**src/rtl/uart_tx_arbiter_pkg.sv**
```systemverilog
// Shared types and constants for the uart_tx arbiter.
// The tag-byte variant is selected with the UART_ARB_TAG_EN macro.
package uart_arb_pkg;

    localparam int BYTE_W = 8;
    localparam logic [4:0] TAG_PREFIX = 5'b10100;

    typedef enum logic [2:0] {
        SYNC       = 3'd0,
        IDLE       = 3'd1,
        LAUNCH_TAG = 3'd2,
        LAUNCH     = 3'd3,
        WAIT_DONE  = 3'd4,
        RECOVER    = 3'd5
    } arb_state_t;

endpackage

```
**src/rtl/uart_tx_arbiter_if.sv**
```systemverilog
// Requester byte ports plus the uart_tx launch/status signals.
// master = arbiter side, slave = producers and transmitter side.
interface uart_tx_arbiter_if
    import uart_arb_pkg::*;
#(
    parameter int N_REQ = 4
) ();

    // Requester k holds i_Req_Valid[k] with a stable byte until it sees
    // o_Req_Ready[k] high for one cycle; only then may it drop or change.
    logic [N_REQ-1:0]        i_Req_Valid;
    logic [BYTE_W*N_REQ-1:0] i_Req_Data;
    logic [N_REQ-1:0]        o_Req_Ready;
    logic [N_REQ-1:0]        o_Grant;
    logic                    o_Tx_DV;
    logic [BYTE_W-1:0]       o_Tx_Byte;
    logic                    i_Tx_Active;
    logic                    i_Tx_Done;
    logic                    o_Busy;

    modport master (
        input  i_Req_Valid, i_Req_Data, i_Tx_Active, i_Tx_Done,
        output o_Req_Ready, o_Grant, o_Tx_DV, o_Tx_Byte, o_Busy
    );

    modport slave (
        output i_Req_Valid, i_Req_Data, i_Tx_Active, i_Tx_Done,
        input  o_Req_Ready, o_Grant, o_Tx_DV, o_Tx_Byte, o_Busy
    );

endinterface

```
**src/rtl/uart_tx_arbiter_rr_pick.sv**
```systemverilog
// Combinational round-robin first-one finder: the first set bit of i_Valid
// searching upward from i_Last_Id+1 and wrapping modulo N.
module rr_pick #(
    parameter int N    = 4,
    parameter int ID_W = 3
) (
    input  logic [N-1:0]    i_Valid,
    input  logic [ID_W-1:0] i_Last_Id,
    output logic            o_Found,
    output logic [ID_W-1:0] o_Id
);

    // Walk offsets from farthest to nearest so the nearest candidate wins.
    always_comb begin
        o_Found = 1'b0;
        o_Id    = '0;
        for (int i = N; i >= 1; i--) begin
            for (int k = 0; k < N; k++) begin
                if (i_Valid[k] && (k == (int'(i_Last_Id) + i) % N)) begin
                    o_Found = 1'b1;
                    o_Id    = ID_W'(k);
                end
            end
        end
    end

endmodule

```
**src/rtl/uart_tx_arbiter.sv**
```systemverilog
// Round-robin arbiter sharing one uart_tx between N_REQ byte producers.
// Define UART_ARB_TAG_EN to precede each granted byte with a tag byte.
module uart_tx_arbiter
    import uart_arb_pkg::*;
#(
    parameter int N_REQ = 4,
    parameter int ID_W  = 3
) (
    input  logic               i_Clock,
    input  logic               i_Reset,
    uart_tx_arbiter_if.master  bus,
    output arb_state_t         o_State
);

    localparam logic [N_REQ-1:0] ONE_HOT_0 = N_REQ'(1);
    localparam logic [ID_W-1:0]  LAST_INIT = ID_W'(N_REQ - 1);

    arb_state_t        state_q, state_d;
    logic [ID_W-1:0]   id_q, id_d;
    logic [ID_W-1:0]   last_id_q, last_id_d;
    logic [BYTE_W-1:0] byte_q, byte_d;
    logic [N_REQ-1:0]  grant_q, grant_d;
    logic              busy_q;
    logic              found;
    logic [ID_W-1:0]   pick_id;
    logic [BYTE_W-1:0] pick_byte;
    logic              tx_dv;
    logic [BYTE_W-1:0] tx_byte;
    logic [N_REQ-1:0]  req_ready;
`ifdef UART_ARB_TAG_EN
    logic              tag_sent_q, tag_sent_d;
`endif

    rr_pick #(.N(N_REQ), .ID_W(ID_W)) u_pick (
        .i_Valid   (bus.i_Req_Valid),
        .i_Last_Id (last_id_q),
        .o_Found   (found),
        .o_Id      (pick_id)
    );

    always_comb begin
        pick_byte = '0;
        for (int k = 0; k < N_REQ; k++) begin
            if (pick_id == ID_W'(k)) pick_byte = bus.i_Req_Data[k*BYTE_W +: BYTE_W];
        end
    end

    always_ff @(posedge i_Clock) begin
        if (i_Reset) begin
            state_q    <= SYNC;
            id_q       <= '0;
            last_id_q  <= LAST_INIT;
            byte_q     <= '0;
            grant_q    <= '0;
            busy_q     <= 1'b0;
`ifdef UART_ARB_TAG_EN
            tag_sent_q <= 1'b0;
`endif
        end else begin
            state_q    <= state_d;
            id_q       <= id_d;
            last_id_q  <= last_id_d;
            byte_q     <= byte_d;
            grant_q    <= grant_d;
            busy_q     <= (state_d != IDLE);
`ifdef UART_ARB_TAG_EN
            tag_sent_q <= tag_sent_d;
`endif
        end
    end

    // SYNC waits out any frame left running by a transmitter that ignores reset.
    always_comb begin
        state_d   = state_q;
        id_d      = id_q;
        last_id_d = last_id_q;
        byte_d    = byte_q;
        grant_d   = grant_q;
        tx_dv     = 1'b0;
        tx_byte   = '0;
        req_ready = '0;
`ifdef UART_ARB_TAG_EN
        tag_sent_d = tag_sent_q;
`endif
        case (state_q)
            SYNC: begin
                if (!bus.i_Tx_Active && !bus.i_Tx_Done) state_d = IDLE;
            end
            IDLE: begin
                if (found) begin
                    id_d    = pick_id;
                    byte_d  = pick_byte;
                    grant_d = ONE_HOT_0 << pick_id;
`ifdef UART_ARB_TAG_EN
                    state_d = LAUNCH_TAG;
`else
                    state_d = LAUNCH;
`endif
                end
            end
`ifdef UART_ARB_TAG_EN
            LAUNCH_TAG: begin
                tx_dv      = 1'b1;
                tx_byte    = {TAG_PREFIX, 3'(id_q)};
                tag_sent_d = 1'b1;
                state_d    = WAIT_DONE;
            end
`endif
            LAUNCH: begin
                tx_dv     = 1'b1;
                tx_byte   = byte_q;
                req_ready = ONE_HOT_0 << id_q;
                last_id_d = id_q;
`ifdef UART_ARB_TAG_EN
                tag_sent_d = 1'b0;
`endif
                state_d   = WAIT_DONE;
            end
            WAIT_DONE: begin
                if (bus.i_Tx_Done) state_d = RECOVER;
            end
            RECOVER: begin
                if (!bus.i_Tx_Done) begin
`ifdef UART_ARB_TAG_EN
                    if (tag_sent_q) begin
                        state_d = LAUNCH;
                    end else begin
                        grant_d = '0;
                        state_d = IDLE;
                    end
`else
                    grant_d = '0;
                    state_d = IDLE;
`endif
                end
            end
            default: begin
                grant_d = '0;
                state_d = SYNC;
            end
        endcase
    end

    assign bus.o_Tx_DV     = tx_dv;
    assign bus.o_Tx_Byte   = tx_byte;
    assign bus.o_Req_Ready = req_ready;
    assign bus.o_Grant     = grant_q;
    assign bus.o_Busy      = busy_q;
    assign o_State         = state_q;

endmodule

```
**src/flat_wrapper.sv**
```systemverilog
// flat-port wrapper written by rule: the top's interface ports become plain ports
module uart_tx_arbiter_flat import uart_arb_pkg::*;
#(
    parameter int N_REQ = 4,
    parameter int ID_W  = 3
)
  (i_Clock, i_Reset, o_State, bus_i_Req_Valid, bus_i_Req_Data, bus_i_Tx_Active, bus_i_Tx_Done, bus_o_Req_Ready, bus_o_Grant, bus_o_Tx_DV, bus_o_Tx_Byte, bus_o_Busy);
  uart_tx_arbiter_if #(.N_REQ(N_REQ)) bus_i ();
  input  logic i_Clock;
  input  logic i_Reset;
  output arb_state_t o_State;
  input wire logic [$bits(bus_i.i_Req_Valid)-1:0] bus_i_Req_Valid;
  input wire logic [$bits(bus_i.i_Req_Data)-1:0] bus_i_Req_Data;
  input wire logic [$bits(bus_i.i_Tx_Active)-1:0] bus_i_Tx_Active;
  input wire logic [$bits(bus_i.i_Tx_Done)-1:0] bus_i_Tx_Done;
  output wire logic [$bits(bus_i.o_Req_Ready)-1:0] bus_o_Req_Ready;
  output wire logic [$bits(bus_i.o_Grant)-1:0] bus_o_Grant;
  output wire logic [$bits(bus_i.o_Tx_DV)-1:0] bus_o_Tx_DV;
  output wire logic [$bits(bus_i.o_Tx_Byte)-1:0] bus_o_Tx_Byte;
  output wire logic [$bits(bus_i.o_Busy)-1:0] bus_o_Busy;
  assign bus_i.i_Req_Valid = bus_i_Req_Valid;
  assign bus_i.i_Req_Data = bus_i_Req_Data;
  assign bus_i.i_Tx_Active = bus_i_Tx_Active;
  assign bus_i.i_Tx_Done = bus_i_Tx_Done;
  assign bus_o_Req_Ready = bus_i.o_Req_Ready;
  assign bus_o_Grant = bus_i.o_Grant;
  assign bus_o_Tx_DV = bus_i.o_Tx_DV;
  assign bus_o_Tx_Byte = bus_i.o_Tx_Byte;
  assign bus_o_Busy = bus_i.o_Busy;
  uart_tx_arbiter #(.N_REQ(N_REQ), .ID_W(ID_W)) u_core (.i_Clock(i_Clock), .i_Reset(i_Reset), .bus(bus_i), .o_State(o_State));
endmodule
```
**config.mk**
```make
export PLATFORM = sky130hd
export DESIGN_NAME = uart_tx_arbiter_flat
export DESIGN_NICKNAME = d
export VERILOG_FILES = /design/src/rtl/uart_tx_arbiter_pkg.sv /design/src/rtl/uart_tx_arbiter_if.sv /design/src/rtl/uart_tx_arbiter_rr_pick.sv /design/src/rtl/uart_tx_arbiter.sv /design/src/flat_wrapper.sv
export SDC_FILE = /design/constraint.sdc
export NUM_CORES = 1
export LEC_CHECK = 0
export BUFFER_PORTS_ARGS = -buffer_cell sky130_fd_sc_hd__buf_4
export CAP_MARGIN = 20
export CORE_MARGIN = 2
export CORE_UTILIZATION = 47
export DETAILED_ROUTE_END_ITERATION = 12
export PLACE_DENSITY = 0.93
export SYNTH_ARGS = -nofsm -noshare
export SYNTH_HDL_FRONTEND = slang
export SYNTH_HIERARCHICAL = 1
export SYNTH_SLANG_ARGS = --single-unit
export TNS_END_PERCENT = 5
```
**constraint.sdc**
```tcl
create_clock -name i_Clock -period 5.25 [get_ports i_Clock]
set_input_delay 1.575 -clock i_Clock [delete_from_list [all_inputs] [get_ports i_Clock]]
set_output_delay 1.575 -clock i_Clock [all_outputs]
set_load 0.02 [all_outputs]
```
After elaboration in Yosys (flattened, before gate mapping)
Cells that the tools add are included.
{"block": "word_totals", "regBits": 21, "inputBits": 40, "out_inout_bits": 21, "wordCells": 117}
{"block": "classes", "add_sub_neg": 4, "n_eq_ne": 22, "n_shift": 2, "muxes": 46, "n_bitwise": 5, "reduce_logical": 32}
{"op": "zero test 32 bit", "count": 4}
{"op": "two-way mux 3 bit", "count": 18}
{"op": "two-way mux 8 bit", "count": 5}
{"op": "== test 3 bit, first input constant", "count": 8}
{"op": "two-way mux 1 bit", "count": 18}
{"op": "logical AND 1 bit", "count": 17}
{"op": "case mux 3 bit (5 select lines)", "count": 1}
{"op": "== test 2 x 3 -> 1 bit, first input constant", "count": 4}
{"op": "two-way mux 4 bit", "count": 3}
{"op": "case mux 4 bit (3 select lines)", "count": 1}
{"op": "== test 3 x 2 -> 1 bit, second input constant", "count": 3}
{"op": "OR reduction 2 bit", "count": 4}
{"op": "<< shifter 1 x 3 -> 4 bit, first input constant", "count": 2}
{"op": "== test 3 x 1 -> 1 bit, second input constant", "count": 2}
{"op": "== test 3 bit, second input constant", "count": 2}
{"op": "zero test 3 bit", "count": 2}
{"op": "adder 2 x 1 -> 2 bit, second input constant", "count": 2}
{"op": "adder 2 bit, second input constant", "count": 2}
{"op": "AND 1 bit, first input constant", "count": 4}
{"op": "inequality test 3 x 1 -> 1 bit, second input constant", "count": 1}
{"op": "AND reduction 3 bit", "count": 1}
{"op": "OR reduction 3 bit", "count": 1}
{"op": "zero test 1 bit", "count": 2}
{"op": "inequality test 2 x 1 -> 1 bit, second input constant", "count": 1}
{"op": "3 further kinds", "count": 3}

Depth between registers and ports, before layout
{"block": "depth", "word_depth": 25, "depth_mapped": 7, "mapped_depth_nobuf": 6}

Modules after synthesis
Netlist, hierarchy kept.
{"module": "uart_tx_arbiter", "instances": 1, "cells_each": 108, "area_each_um2": 1141.1, "seq_area_each_um2": 440.4}
{"module": "rr_pick", "instances": 1, "cells_each": 16, "area_each_um2": 92.6, "seq_area_each_um2": 0.0}

Least setup slack after synthesis
Ideal clock, no wire load.
{"block": "synth_timing", "path_type": "reg2out", "startpoint": "register u_core.state_q[0], in the netlist u_core/o_State[0]", "endpoint": "output port bus_o_Req_Ready[2]", "arrival_time_ns": 1.628, "required_time_ns": 3.675, "slack_ns": 2.047, "stages_incl_launch_ff": 4, "path_buffers": 1, "path_cell_list": "dfxtp_1 -> buf_2 -> nand3b_1 -> nor4b_1"}
{"block": "synth_via", "elab_chain_len": 2}
{"element": "start: declaration", "line": "uart_tx_arbiter.sv:18", "text": "arb_state_t state_q, state_d;"}
{"element": "start signal: assignment", "line": "uart_tx_arbiter.sv:60", "text": "state_q <= state_d;"}
{"element": "== test 3 x 2 -> 1 bit", "line": "uart_tx_arbiter.sv:85", "text": "case (state_q)"}
{"element": "two-way mux 4 bit", "line": "uart_tx_arbiter.sv:85"}
{"element": "end: declaration", "line": "flat_wrapper.sv:16", "text": "output wire logic [$bits(bus_i.o_Req_Ready)-1:0] bus_o_Req_Ready;"}
Every way passes these cells.

Worst setup path in the final report
{"block": "layout_timing", "startpoint": "register u_core.state_q[0], in the netlist u_core/o_State[0]", "endpoint": "output port bus_o_Req_Ready[3]"}
The elaborated chain is that of the path after synthesis.

==> impl_results.md <==
- Drc violations: 0
- Post-CTS Repair Setup Buffers: 0
- Worst Setup Slack, final: 1889 ps
- # diodes: 0
- Hpwl dp: 2413 um
- Final cell count without fillers: 204
- Core Rows: 18
- Num CTS Buffers: 3
- FF-to-FF setup slack: 2920 ps
- Total gr overflow: 0
- Mapped Area: 1201 um^2
- Max Cap Violations: 0
- CP max stage cell: dfxtp_1
- Routed Antenna Nets: 0
- RePlAce Congestion: 0.7225
- Final Max Tran Viols: 0
- Worst setup SP type: flop
- Crit end category: output port
- Total GRT Usage: 22.26%
- Vias/cell: 5.711
- CP Data Required Time: 3680 ps
- Layout area overhead: 37.50%
- FILL cells: 188
- Least-Margin Pin Slew: 1101 ps
- Nets: 215
- CP top delay family: simple AND/OR/NAND/NOR gates
- Peak supply drop: 0.1409 mV
- Leakage: 0.7390 nW
- Highest Clock Rate: 297.6 MHz
- Clk Latency, worst-skew pair: 300 ps
- Pre-antenna DRT Iters: 4
- Post-synth net total: 160
- Clock root buffer master: clkbuf_4
- Pwr dens: 199.8 nW/um^2
- Period utilisation layout: 64.01%
- Avg Cell Area, Syn: 10.01 um^2
- # setup viols final: 0
- I/O pin cnt: 61
- CP max stage delay: 490 ps
- DR vias: 1165
- TritonCTS Sinks: 21
- Wire length of the first global-routing pass: 4602 um
- CTS clk-pin slew, worst paths: 110 ps
- Final TNS setup: 0 ps
- Setup Skew: 4.142 ps
- Design Area, Final: 1652 um^2
- Post-synthesis cell count: 120
- Initial antenna violation count: 0
- Largest net degree at the start of global routing: 17
- Chip Width: 54.56 um
- Util after Layout: 67.28%
- Die Area: 2976 um^2
- Vias in the first global route: 1163
- GRT met3 Usage: 3.005%
- Max Buffers Root-to-Sink: 2
- Met2 Usage GRT: 41.57%
- Routed WL per cell: 15.22 um
- Busiest metal layer after global routing: met2
- Synth Warn #: 6
- Status: finished clean
- CP Buf/Inv Count: 2
- DRT iter0 DRCs: 26
- Share of cells above drive strength 1: 41.38%
- Die Ht: 54.56 um
- Core box area: 2455 um^2
- Setup CP Type: reg2out
- CTS tree: built
- Post-Place Setup Slack: 1624 ps
- Grt met1 use: 22.68%
- Max_slew headroom: 26.62%
- H-tree Lvls: 1
- Critical-path cell list: nand3b_1 > inv_1 > and4b_1 > buf_4
- Initial core utilization: 48.93%
- Worst Path Max Fanout: 12
- Port Buffers: 60
- Min-delay worst type: reg2reg
- Final hold viol count: 0
- Unrepaired setup endpoints after global routing: false
- Post-Place Cell Area: 1625 um^2
- Resized cells post-CTS: 0
- Final min period: 3361 ps
- WL final: 3104 um
- Hold Buf Count CTS: 0
- Worst Path Arrival: 1790 ps
- Cell total after placement: 200
[power by group]
group	total, mW	leakage [nW]	switching (mW)	internal [mW]
logic	0.0807	0.553	0.0346	0.0461
registers	0.171	0.171	0.00586	0.166
clock network	0.0779	0.0150	0.0483	0.0296
total	0.330	0.739	0.0887	0.241
[through the flow]
stage	power, mW	hold WS [ps]
after floorplan	0.2240	433.7
after global placement	0.2509	440.0
after detailed placement	0.2553	450.7
after CTS	0.3302	478.2
after global routing	0.3452	498.0
final	0.3300	477.9
[worst reg2reg max path, cell delays in order (launching register included)]
cell	delay (ps)
dfxtp_1	390
a21oi_1	190
a31oi_1	70
a21oi_1	850
mux4_2	440
a32o_1	280
[layout by cell type (no fill, tap or decap), types with 2 or more instances in the layout]
master	n
o32ai_1	3
a32o_1	8
dfxtp_1	21
nor4b_1	2
nor3_1	3
and2_1	8
nand3_1	2
inv_1	7
nand3b_1	4
nand2b_1	4
buf_4	60
nor2_1	7
mux2i_1	4
mux4_1	2
mux4_2	6
clkbuf_4	3
nand2_1	8
nor2b_1	3
a21oi_1	6
[routing by layer]
layer,wire (um),up-vias
li1,-,555
met1,1144,551
met2,1695,50
met3,178,9
met4,86,0
met5,0,-
[worst paths after layout]
check	from	cells after the start	to
max	u_core/o_State[0]	4	bus_o_Req_Ready[3]
min	u_core/byte_q[0]	1	u_core/byte_q[0]
max reg2reg	u_core/last_id_q[1]	5	u_core/byte_q[6]
min reg2reg	u_core/byte_q[0]	1	u_core/byte_q[0]
[area by class of cell]
| type | instances | area, um^2 | area share, % |
|---|---|---|---|
| Tap cell | 30 | 37.54 | 2.273 |
| Clock buffer | 4 | 26.28 | 1.591 |
| Multi-Input combinational cell | 82 | 690.7 | 41.82 |
| Inverter | 7 | 26.28 | 1.591 |
| Sequential cell | 21 | 420.4 | 25.45 |
| Timing Repair Buffer | 60 | 450.4 | 27.27 |
[state kept, by name, summed over array words and instances, names as in the netlist]
signal	cells
u_core/bus.o_Busy	1
u_core/bus.o_Grant	4
u_core/byte_q	8
u_core/id_q	3
u_core/last_id_q	2
u_core/o_State	3
No activity file was read; power rests on OpenSTA's default activity.
